$ cat config.mk
export PLATFORM = sky130hd
export DESIGN_NAME = data_mem_bridge_flat
export DESIGN_NICKNAME = d
export VERILOG_FILES = /design/src/rtl/data_mem_bridge_if.sv /design/src/rtl/data_mem_bridge.sv /design/src/flat_wrapper.sv
export SDC_FILE = /design/constraint.sdc
export NUM_CORES = 1
export LEC_CHECK = 0
export BUFFER_PORTS_ARGS = -buffer_cell sky130_fd_sc_hd__buf_4
export CAP_MARGIN = 40
export CORE_MARGIN = 4
export CORE_UTILIZATION = 35
export CTS_BUF_LIST = sky130_fd_sc_hd__clkbuf_8
export DETAILED_ROUTE_END_ITERATION = 7
export GPL_ROUTABILITY_DRIVEN = 0
export GPL_TIMING_DRIVEN = 0
export HOLD_SLACK_MARGIN = 0.1
export PLACE_DENSITY = 0.65
export SLEW_MARGIN = 10
export SYNTH_ARGS = -nofsm -noshare
export SYNTH_HDL_FRONTEND = slang
export SYNTH_SLANG_ARGS = --single-unit
$ cat constraint.sdc
create_clock -name clka -period 6.3 [get_ports clka]
set_input_delay 0.315 -clock clka [delete_from_list [all_inputs] [get_ports clka]]
set_output_delay 0.315 -clock clka [all_outputs]
set_load 0.05 [all_outputs]
$ cat src/rtl/data_mem_bridge_if.sv
// Memory-side bus of the data bridge: split request (req/addr_ok) and response (data_ok/rdata).
// master = bridge, slave = data memory or cache/AXI bridge.
interface data_mem_bridge_if #(
    parameter int ADDR_W = 32,
    parameter int DATA_W = 32
);
    logic                  data_req;
    logic                  data_wr;
    logic [1:0]            data_size;
    logic [ADDR_W-1:0]     data_addr;
    logic [DATA_W-1:0]     data_wdata;
    logic [DATA_W/8-1:0]   data_wstrb;
    logic                  data_addr_ok;
    logic                  data_data_ok;
    logic [DATA_W-1:0]     data_rdata;

    modport master (
        output data_req, data_wr, data_size, data_addr, data_wdata, data_wstrb,
        input  data_addr_ok, data_data_ok, data_rdata
    );

    modport slave (
        input  data_req, data_wr, data_size, data_addr, data_wdata, data_wstrb,
        output data_addr_ok, data_data_ok, data_rdata
    );
endinterface

$ cat src/rtl/data_mem_bridge.sv
// Purpose: MEM-stage one-shot access -> split req/addr_ok/data_ok transaction; kseg0/kseg1 map under DMEM_BRIDGE_ADDR_MAP_EN.
// Latency: data_req the cycle after cpu_en; d_stall low the cycle after data_ok (min 2 cycles).
// Backpressure: request fields held until addr_ok; result held in DONE while longest_stall is high.
module data_mem_bridge #(
    parameter int ADDR_W = 32,
    parameter int DATA_W = 32
) (
    input  logic                 clka,
    input  logic                 rst,
    input  logic                 cpu_en,
    input  logic [DATA_W/8-1:0]  cpu_wen,
    input  logic [1:0]           cpu_size,
    input  logic [ADDR_W-1:0]    cpu_addr,
    input  logic [DATA_W-1:0]    cpu_wdata,
    input  logic                 longest_stall,
    output logic [DATA_W-1:0]    cpu_rdata,
    output logic                 d_stall,
    data_mem_bridge_if.master    mem
);

    typedef enum logic [1:0] {IDLE, ADDR, DATA, DONE} state_t;

    state_t                state;
    state_t                state_nxt;
    logic                  req;
    logic                  stall;
    logic                  accept;
    logic                  rd_done;

    logic                  wr_q;
    logic [1:0]            size_q;
    logic [ADDR_W-1:0]     addr_q;
    logic [DATA_W-1:0]     wdata_q;
    logic [DATA_W/8-1:0]   wstrb_q;
    logic [ADDR_W-1:0]     phys_addr;

    always_ff @(posedge clka or posedge rst) begin
        if (rst) begin
            state <= IDLE;
        end else begin
            state <= state_nxt;
        end
    end

    always_comb begin
        state_nxt = state;
        req       = 1'b0;
        stall     = 1'b0;
        case (state)
            IDLE: begin
                stall = cpu_en;
                if (cpu_en) begin
                    state_nxt = ADDR;
                end
            end
            ADDR: begin
                req   = 1'b1;
                stall = 1'b1;
                if (mem.data_addr_ok && mem.data_data_ok) begin
                    state_nxt = DONE;
                end else if (mem.data_addr_ok) begin
                    state_nxt = DATA;
                end
            end
            DATA: begin
                stall = 1'b1;
                if (mem.data_data_ok) begin
                    state_nxt = DONE;
                end
            end
            DONE: begin
                if (!longest_stall) begin
                    state_nxt = IDLE;
                end
            end
            default: state_nxt = IDLE;
        endcase
    end

    assign accept  = (state == IDLE) && cpu_en;
    // data_ok only counts once the address phase has been accepted
    assign rd_done = !wr_q && mem.data_data_ok &&
                     (((state == ADDR) && mem.data_addr_ok) || (state == DATA));

    always_ff @(posedge clka or posedge rst) begin
        if (rst) begin
            wr_q      <= 1'b0;
            size_q    <= 2'd0;
            addr_q    <= '0;
            wdata_q   <= '0;
            wstrb_q   <= '0;
            cpu_rdata <= '0;
        end else begin
            if (accept) begin
                wr_q    <= |cpu_wen;
                size_q  <= cpu_size;
                addr_q  <= cpu_addr;
                wdata_q <= cpu_wdata;
                wstrb_q <= cpu_wen;
            end
            if (rd_done) begin
                cpu_rdata <= mem.data_rdata;
            end
        end
    end

`ifdef DMEM_BRIDGE_ADDR_MAP_EN
    // kseg0 (3'b100) and kseg1 (3'b101) share top bits 2'b10; both fold onto physical 0
    always_comb begin
        phys_addr = addr_q;
        if (addr_q[ADDR_W-1 -: 2] == 2'b10) begin
            phys_addr[ADDR_W-1 -: 3] = 3'b000;
        end
    end
`else
    assign phys_addr = addr_q;
`endif

    // reset must pull the stall low immediately even if cpu_en is still high
    assign d_stall        = stall && !rst;
    assign mem.data_req   = req;
    assign mem.data_wr    = wr_q;
    assign mem.data_size  = size_q;
    assign mem.data_addr  = phys_addr;
    assign mem.data_wdata = wdata_q;
    assign mem.data_wstrb = wstrb_q;

endmodule
$ cat src/flat_wrapper.sv
// flat-port wrapper written by rule: the top's interface ports become plain ports
module data_mem_bridge_flat 
#(
    parameter int ADDR_W = 32,
    parameter int DATA_W = 32
)
  (clka, rst, cpu_en, cpu_wen, cpu_size, cpu_addr, cpu_wdata, longest_stall, cpu_rdata, d_stall, mem_data_req, mem_data_wr, mem_data_size, mem_data_addr, mem_data_wdata, mem_data_wstrb, mem_data_addr_ok, mem_data_data_ok, mem_data_rdata);
  data_mem_bridge_if #(.ADDR_W(ADDR_W), .DATA_W(DATA_W)) mem_i ();
  input  logic clka;
  input  logic rst;
  input  logic cpu_en;
  input  logic [DATA_W/8-1:0] cpu_wen;
  input  logic [1:0] cpu_size;
  input  logic [ADDR_W-1:0] cpu_addr;
  input  logic [DATA_W-1:0] cpu_wdata;
  input  logic longest_stall;
  output logic [DATA_W-1:0] cpu_rdata;
  output logic d_stall;
  output wire logic [$bits(mem_i.data_req)-1:0] mem_data_req;
  output wire logic [$bits(mem_i.data_wr)-1:0] mem_data_wr;
  output wire logic [$bits(mem_i.data_size)-1:0] mem_data_size;
  output wire logic [$bits(mem_i.data_addr)-1:0] mem_data_addr;
  output wire logic [$bits(mem_i.data_wdata)-1:0] mem_data_wdata;
  output wire logic [$bits(mem_i.data_wstrb)-1:0] mem_data_wstrb;
  input wire logic [$bits(mem_i.data_addr_ok)-1:0] mem_data_addr_ok;
  input wire logic [$bits(mem_i.data_data_ok)-1:0] mem_data_data_ok;
  input wire logic [$bits(mem_i.data_rdata)-1:0] mem_data_rdata;
  assign mem_data_req = mem_i.data_req;
  assign mem_data_wr = mem_i.data_wr;
  assign mem_data_size = mem_i.data_size;
  assign mem_data_addr = mem_i.data_addr;
  assign mem_data_wdata = mem_i.data_wdata;
  assign mem_data_wstrb = mem_i.data_wstrb;
  assign mem_i.data_addr_ok = mem_data_addr_ok;
  assign mem_i.data_data_ok = mem_data_data_ok;
  assign mem_i.data_rdata = mem_data_rdata;
  data_mem_bridge #(.ADDR_W(ADDR_W), .DATA_W(DATA_W)) u_core (.clka(clka), .rst(rst), .cpu_en(cpu_en), .cpu_wen(cpu_wen), .cpu_size(cpu_size), .cpu_addr(cpu_addr), .cpu_wdata(cpu_wdata), .longest_stall(longest_stall), .cpu_rdata(cpu_rdata), .d_stall(d_stall), .mem(mem_i));
endmodule
After elaboration in Yosys (flattened, before gate mapping) --
Cells that the tools add are included.
Storage, ports and cells: flip-flop bits (word level) 105, word-level logic and storage cells 35
Cells by class: eq/ne operators 7, multiplexer cells 8, reduce and logical (&&, ||, !) cells 13
Operators with widths (number):
- two-way mux 2 bit | 5
- case mux 2 bit (4 select lines) | 1
- logical AND 1 bit | 6
- inequality test 2 bit, second input constant | 3
- == test 2 bit, second input constant | 2
- AND reduction 4 bit | 1
- OR reduction 4 bit | 1
- inequality test 3 x 2 -> 1 bit, second input constant | 1
- == test 2 x 1 -> 1 bit, second input constant | 1
- zero test 1 bit | 2
- zero test 2 bit | 1
- case mux 1 bit (2 select lines) | 1
- OR reduction 2 bit | 1
- logical OR 1 bit | 1
- two-way mux 1 bit | 1

Longest topological paths before layout --
Gate-level depths: netlist (run 1).
word-level depth 4, mapped depth 6, mapped depth without buffers 6

Worst setup path before layout (run 1) --
OpenSTA, ideal clock, no wires.
path kind reg2out, from register u_core.state[0], to output d_stall, data arrival time 1841 ps, required time 5985 ps, path slack 4144 ps, stages on the path, launching flop included 5, path buffers 0, cell sequence dfrtp_1 > inv_1 > ha_1 > a21oi_1 > nor3_1
Between the ends: cells in the longest elaborated chain, start to end 4
Ends and longest elaborated chain:
- from (decl) | RTL line data_mem_bridge.sv:23 | state_t state;
- from (signal assigned) | RTL line data_mem_bridge.sv:41 | state <= state_nxt;
- == test 2 bit / == test 2 x 1 -> 1 bit (equally long branches) | RTL line data_mem_bridge.sv:49 | case (state)
- OR reduction 2 bit (no line)
- case mux 1 bit (2 select lines) * | RTL line data_mem_bridge.sv:49
- logical AND 1 bit * | RTL line data_mem_bridge.sv:120 | assign d_stall = stall && !rst;
- to (decl) | RTL line flat_wrapper.sv:18 | output logic d_stall;
Mark *: on every way between the ends. The rest lies on a longest branch, timed or not.

Final worst setup path (run 1) --
Ends and elaborated chain as after synthesis.

==> out/qor_table.md, run 1 <==
| Step | Metric | Value |
|---|---|---|
| final layout | Utilization after layout | 0.539 |
| job | Maxcap violations | 0 |
| setup path | Critical path's top delay family | flip-flops |
| synth | Synthesized cell area | 4160 um^2 |
| floorplan | Initial standard-cell utilization of the core | 0.361 |
| sta | Fin crit period | 1960 ps |
| clock tree | H-tree lvl count | 3 |
| floorplan | Row cnt | 39 |
| final layout | Non-filler cells, final | 616 |
| final layout | Storage element area | 2630 um^2 |
| route | Antenna Violating Nets Remaining | 0 |
| synth | Fraction of synthesized cell area taken by the top area cell type | 0.632 |
| final layout | Commonest non-fill, non-tap cell in the layout | sky130_fd_sc_hd__buf_4 |
| placement | Placed instance count | 599 |
| synth | Proportion of synthesized chip area in sequential cells | 0.632 |
| clock tree | CTS tree | yes |
| sta | Count of final max-slew check failures | 0 |
| sta | Finish-stage setup viols | 0 |
| sta | Summed negative setup slack over all endpoints | 0 ps |
| final layout | Area of the multi-input gates | 1450 um^2 |
| global routing | First-pass GRT wire length | 15200 um |
| sta | Worst rel slew slack | 0.707 |
| global routing | Initial antenna violation count | 0 |
| sta | Hold Slack | 162 ps |
| synth | Syn. warnings | 0 |
| sta | Final-report hold violation count | 0 |
| route | Wire length per cell | 16.3 um |
| setup path | Crit-path cells | inv_1, ha_1, a21oi_1, nor3_1, buf_4 |
| clock tree | Clock slew at the register clock pins of the worst setup and hold paths | 100 ps |
| floorplan | Chip Height | 117 um |
| final layout | Layout cells sized above 1 | 0.729 |
| synth | Top cells by area in the synthesized netlist | sky130_fd_sc_hd__dfrtp_1 (63%), sky130_fd_sc_hd__mux2_2 (20%), sky130_fd_sc_hd__mux2_4 (11%) |
| global routing | Total routing resource utilization after global routing | 0.145 |
| sta | Share of the cycle needed by the critical path after routing | 0.311 |
| setup path | Master of the slowest instance on the critical path | sky130_fd_sc_hd__dfrtp_1 |
| clock tree | CTS-repair resized insts | 0 |
| run status | Status | complete, no violations |
| clock tree | Maximum count of clock buffers along a single path | 2 |
| route | Vias per cell | 4.59 |
| global routing | Global route overflow | 0 |
| global routing | Maximum number of pins on one net before global-route repair | 60 |
| route | Routed WL | 10100 um |
| setup path | Bufs and invs on worst path | 2 |
| hold path | Hold WC Path Type | in2reg |
| sta | Final setup skew | 7.68 ps |
| synth | Number of storage elements in the synthesis netlist | 105 |
| setup path | Worst-path fanout max | 5 |
| sta | Unrepaired setup endpoints after global routing | false |
| global routing | Number of global-route vias before repair | 3037 |
| floorplan | Core region area | 11500 um^2 |
| setup path | Crit Path Category | reg2out |
| sta | Worst slew pin tran | 439 ps |
| final layout | Diodes inserted | 0 |
| clock tree | Skew-Pair Late Insertion Delay | 370 ps |
| setup path | Worst path arrival time | 1640 ps |
| setup path | R2R Setup Slk | 4420 ps |
| placement | Final HPWL from detailed placement | 7690 um |
| sta | Fmax achieved | 510 MHz |
| clock tree | CTS Buf Count | 9 |
| placement | Port buffer count | 212 |
| synth | Synthesized area divided by synthesized cell count | 17.1 um^2 |
| route | Number of DRC markers after the initial detailed-route iteration | 122 |
| final layout | Synth-to-layout area growth | 49.1% |
| synth | Area leader, netlist | sky130_fd_sc_hd__dfrtp_1 |
| setup path | Kind of end point of the critical path | output port |
| synth | Mapped Nets | 357 |
| setup path | Critical Path Source Type | flip-flop |
| route | 1st-pass router iterations | 2 |
| clock tree | Clock sink count | 105 |
| setup path | Required time of the critical path | 5980 ps |
| floorplan | Ports placed on the boundary | 213 |
| clock tree | Root buffer cell | sky130_fd_sc_hd__clkbuf_8 |
| floorplan | Total die area | 13700 um^2 |
| synth | Post-Syn Instances | 243 |
| route | DRC | 0 |
| setup path | Max incr delay on CP | 430 ps |
| synth | Number of unique standard cell types used by synthesis | 18 |
| final layout | Number of fillers in the final layout | 997 |
| final layout | Commonest cells after routing, fill and taps aside | sky130_fd_sc_hd__buf_4 (212), sky130_fd_sc_hd__dfrtp_1 (105), sky130_fd_sc_hd__mux2_2 (73), sky130_fd_sc_hd__mux2_4 (30), sky130_fd_sc_hd__clkbuf_8 (11) |
| route | Routed vias | 2825 |
| floorplan | Die width | 117 um |
| final layout | NumNets Final | 582 |
[registers in the layout, indices dropped and copies added, names as in the netlist]
name and cells:
u_core.mem.data_size 2, u_core.mem.data_wdata 32, u_core.cpu_rdata 32, u_core.mem.data_addr 32, u_core.mem.data_wstrb 4, u_core.state 2
u_core.mem.data_wr 1
[cells by family after synthesis]
| group | synth area share |
|---|---|
| simple gates | 0.0129 |
| compound gates | 0.0114 |
| flops | 0.632 |
| mux | 0.306 |
| fa+ha+maj | 0.0180 |
| buf+inv | 0.0201 |
[worst register-to-register path: cells and delay by family, from the launching register on]
family	cells	cell delay [ps]
adder cells (fa/ha/maj)	1	240
buffers and inverters	2	450
flip-flops	1	430
multiplexers	1	370
AND/OR/NAND/NOR	1	280
[metrics by stage]
step | instance area, um^2 | worst slack (ps)
final | 6200 | 4340
after global routing | 6200 | 4230
after CTS | 6200 | 4300
after detailed placement | 5960 | 4370
after global placement | 5930 | 1950
after floorplan | 4160 | 3220
[timing repair]
action	4_1_cts	5_1_grt
setup endpoints to repair	0	0
endpoints found under the hold margin	46	0
hold buffers	1	0
setup buffers	0	0
[cell type report]
type,instances,share of cell area
Multi-Input combinational cell,124,0.234
Clock inverter,5,0.0125
Timing Repair Buffer,214,0.263
Tap cell,143,0.0288
Sequential cell,105,0.424
Inverter,4,0.00323
Clock buffer,11,0.0244
Buffer,10,0.0111
[cell usage after synthesis]
| cell | n |
|---|---|
| sky130_fd_sc_hd__inv_1 | 4 |
| sky130_fd_sc_hd__a21oi_1 | 1 |
| sky130_fd_sc_hd__mux2_4 | 30 |
| sky130_fd_sc_hd__a21oi_2 | 1 |
| sky130_fd_sc_hd__o22ai_1 | 1 |
| sky130_fd_sc_hd__nor4_1 | 1 |
| sky130_fd_sc_hd__o21ai_0 | 2 |
| sky130_fd_sc_hd__o2111ai_1 | 1 |
| sky130_fd_sc_hd__buf_2 | 7 |
| sky130_fd_sc_hd__nor3b_4 | 1 |
| sky130_fd_sc_hd__nor3_1 | 1 |
| sky130_fd_sc_hd__mux2_2 | 73 |
| sky130_fd_sc_hd__a311oi_1 | 1 |
| sky130_fd_sc_hd__buf_6 | 3 |
| sky130_fd_sc_hd__dfrtp_1 | 105 |
| sky130_fd_sc_hd__ha_1 | 6 |
| sky130_fd_sc_hd__nand2_1 | 3 |
| sky130_fd_sc_hd__nand2b_1 | 2 |
[per-layer routing]
layer | share of wire | GRT usage | routed length [um]
met2 | 0.52 | 0.243 | 5190
met5 | 0 | 0 | 0
met4 | 0.016 | 0.0512 | 158
met3 | 0.099 | 0.0715 | 992
met1 | 0.37 | 0.161 | 3720
[worst paths after layout]
check	depth (start not counted)	from	end
max	5	u_core.state[0]$_DFFE_PP0P_	d_stall
max reg2reg	5	u_core.state[0]$_DFFE_PP0P_	u_core.mem.data_wdata[21]$_DFFE_PP0P_
min	2	mem_data_rdata[7]	u_core.cpu_rdata[7]$_DFFE_PP0P_
min reg2reg	1	u_core.mem.data_wdata[20]$_DFFE_PP0P_	u_core.mem.data_wdata[20]$_DFFE_PP0P_
max in group asynchronous	4	rst	u_core.cpu_rdata[17]$_DFFE_PP0P_
min in group asynchronous	3	rst	u_core.mem.data_wdata[11]$_DFFE_PP0P_
Power of run 1 is left out: the tool's default activity adds up to more than one toggle a clock period on the data nets, which glitch-free logic cannot reach.
==> run 2: changes to the inputs <==
- ABC_AREA: unset -> 1
- PLACE_DENSITY: 0.65 -> 0.67
- clock period: 6.3 -> 1.6 ns (I/O delays scaled with it)
==> out/qor_table.md, run 2 <==
| Step | Metric | Value |
|---|---|---|
| setup path | Required time of the critical path | 1520 ps |
| route | Vias per cell | 4.58 |
| power and ir drop | Post-layout power | 15.6 mW |
| sta | Worst rel slew slack | 0.656 |
| clock tree | CTS tree | yes |
| synth | Area leader, netlist | sky130_fd_sc_hd__dfrtp_1 |
| floorplan | Initial standard-cell utilization of the core | 0.357 |
| sta | Finish-stage setup viols | 0 |
| route | Routed WL | 13900 um |
| clock tree | Skew-Pair Late Insertion Delay | 370 ps |
| floorplan | Ports placed on the boundary | 213 |
| route | 1st-pass router iterations | 5 |
| setup path | R2R Setup Slk | 90 ps |
| setup path | Worst path arrival time | 1460 ps |
| global routing | Initial antenna violation count | 1 |
| synth | Synthesized area divided by synthesized cell count | 9.05 um^2 |
| route | Routed vias | 4433 |
| clock tree | Clock slew at the register clock pins of the worst setup and hold paths | 100 ps |
| final layout | Layout cells sized above 1 | 0.346 |
| final layout | Commonest cells after routing, fill and taps aside | sky130_fd_sc_hd__nand2_1 (270), sky130_fd_sc_hd__buf_4 (226), sky130_fd_sc_hd__dlygate4sd3_1 (106), sky130_fd_sc_hd__dfrtp_1 (104), sky130_fd_sc_hd__nand3_1 (33) |
| run status | Status | complete, no violations |
| synth | Mapped Nets | 587 |
| floorplan | Row cnt | 40 |
| floorplan | Chip Height | 119 um |
| final layout | NumNets Final | 929 |
| global routing | Met3 layer usage reported by global route | 0.0512 |
| clock tree | CTS Buf Count | 9 |
| floorplan | Die width | 119 um |
| setup path | R2R Path End | u_core.cpu_rdata[25]$_DFFE_PP0P_ |
| placement | Final HPWL from detailed placement | 9020 um |
| job | Maxcap violations | 0 |
| synth | Syn. warnings | 0 |
| sta | Worst slew pin tran | 515 ps |
| hold path | Hold WC Path Type | in2reg |
| synth | Most used standard cell by instance count after synthesis | sky130_fd_sc_hd__nand2_1 |
| synth | Fraction of synthesized cell area taken by the top area cell type | 0.613 |
| final layout | Synth-to-layout area growth | 74.6% |
| floorplan | Core region area | 12000 um^2 |
| sta | Unrepaired setup endpoints after global routing | true |
| synth | Most instantiated cells after synthesis | sky130_fd_sc_hd__nand2_1 (270), sky130_fd_sc_hd__dfrtp_1 (105), sky130_fd_sc_hd__nand3_1 (33) |
| sta | Share of the cycle needed by the critical path after routing | 0.960 |
| global routing | GRT met1 Usage | 0.231 |
| synth | Most used flip-flop cell after synthesis | sky130_fd_sc_hd__dfrtp_1 |
| route | Number of DRC markers after the initial detailed-route iteration | 210 |
| hold path | Number of cells on the worst hold path | 6 |
| setup path | Worst reg-to-reg path cell count | 6 |
| setup path | Critical Path Source Type | flip-flop |
| power and ir drop | Pwr per Cell Area | 2090 nW/um^2 |
| clock tree | Clock sink count | 105 |
| power and ir drop | Leakage power summed over all cells | 4.10 nW |
| synth | Number of storage elements in the synthesis netlist | 105 |
| global routing | Global routing met2 resource utilization | 0.339 |
| synth | Synthesized cell area | 4280 um^2 |
| synth | Number of unique standard cell types used by synthesis | 19 |
| final layout | Commonest non-fill, non-tap cell in the layout | sky130_fd_sc_hd__nand2_1 |
| setup path | Worst-path fanout max | 4 |
| setup path | Source of the worst register-to-register timing path | u_core.state[0]$_DFFE_PP0P_ |
| synth | Count of flip-flops with a built-in enable after synthesis | 0 |
| setup path | Kind of end point of the critical path | output port |
| synth | Post-Syn Instances | 473 |
| global routing | Total routing resource utilization after global routing | 0.199 |
| global routing | Maximum number of pins on one net before global-route repair | 35 |
| synth | Top cells by area in the synthesized netlist | sky130_fd_sc_hd__dfrtp_1 (61%), sky130_fd_sc_hd__nand2_1 (24%), sky130_fd_sc_hd__nand3_1 (3.9%) |
| sta | Fmax achieved | 651 MHz |
| setup path | Crit Path Category | reg2out |
| sta | Count of final max-slew check failures | 0 |
| sta | Summed negative setup slack over all endpoints | 0 ps |
| sta | Fin crit period | 1540 ps |
| clock tree | Root buffer cell | sky130_fd_sc_hd__clkbuf_8 |
| placement | Port buffer count | 212 |
| global routing | Most utilized layer in the global route result | met2 |
| global routing | Global route overflow | 0 |
| hold path | Destination of the worst hold path | u_core.state[0]$_DFFE_PP0P_ |
| floorplan | Total die area | 14100 um^2 |
| global routing | First-pass GRT wire length | 22500 um |
| route | Antenna Violating Nets Remaining | 0 |
| synth | Proportion of synthesized chip area in sequential cells | 0.613 |
| sta | Final-report hold violation count | 0 |
| sta | Final setup skew | 10.1 ps |
| power and ir drop | Worst vdd ir | 1.13 mV |
| hold path | Startpoint of the worst hold path | cpu_en |
| clock tree | H-tree lvl count | 3 |
| global routing | Number of global-route vias before repair | 4613 |
| synth | Proportion of synthesized flip-flops having asynchronous set or reset | 1.00 |
| route | Wire length per cell | 14.4 um |
| clock tree | Maximum count of clock buffers along a single path | 2 |
| route | DRC | 0 |
==> run 2: cell families after synthesis <==
logic type / Yosys count / share of synthesized area
adders and majority gates: 6 / 0.0175
and+or+nand+nor: 324 / 0.309
AOI/OAI and AO/OA: 6 / 0.00935
DFF: 105 / 0.613
buffers and inverters: 32 / 0.0511
==> run 2: how the worst max path moves through the flow <==
stage | start | cells after the start | slack, ps | endpoint
global route | u_core.state[0]$_DFFE_PP0P_ | 6 | -30 | d_stall
floorplan | u_core.state[0]$_DFFE_PP0P_ | 6 | 210 | d_stall
detailed placement | u_core.state[0]$_DFFE_PP0P_ | 7 | -60 | d_stall
finish | u_core.state[0]$_DFFE_PP0P_ | 4 | 60 | mem_data_req
CTS | u_core.state[0]$_DFFE_PP0P_ | 7 | 5 | d_stall
global placement | rst | 2 | -450 | u_core.cpu_rdata[0]$_DFFE_PP0P_
==> run 2: critical path, cell delays in order (launching register included) <==
cell and delay, ps:
sky130_fd_sc_hd__dfrtp_2 440, sky130_fd_sc_hd__buf_6 130, sky130_fd_sc_hd__buf_4 130, sky130_fd_sc_hd__ha_1 210
sky130_fd_sc_hd__buf_6 160
==> run 2: timing repair <==
item	in CTS	in global routing
pin swaps	1	4
setup buffers	4	6
hold endpoints to repair	174	0
resized for setup	16	2
hold buffers	106	0
endpoints found under the setup margin	62	2
gates cloned	0	0
==> run 2: layer usage <==
layer	routed length [um]	vias up
met3	981	40
met2	6890	182
met1	5590	2073
li1	-	2138
met5	0	-
met4	473	0
==> run 2: power breakdown <==
part	switching, mW	total, mW	leakage [nW]	internal [mW]
logic	6.62	9.64	2.69	3.01
clock network	0.873	1.41	0.0963	0.540
registers	0.734	4.59	1.31	3.86
==> run 2: area by class of cell <==
type / instances / area (um^2)
diodes: 1 / 2.50
plain buffers: 23 / 185
clock buffers: 9 / 124
clock inverters: 7 / 31.3
fillers: 1003 / 4530
inverters: 9 / 47.5
multi-input cells: 336 / 1480
flip-flops and latches: 105 / 2630
well taps: 147 / 184
repair buffers: 331 / 2800
==> run 2: stage by stage <==
stage,hold slack [ps],setup WS (ps),instances,instance area (um^2),util
2_1_floorplan,190,209,473,4290,-
3_3_place_gp,273,-455,832,6060,0.505
3_5_place_dp,154,-55.5,835,6120,0.510
4_1_cts,166,4.60,961,7430,0.618
5_1_grt,211,-30.0,968,7480,0.623
6_report,195,63.5,968,7480,0.623
No activity file was read; power rests on OpenSTA's default activity.
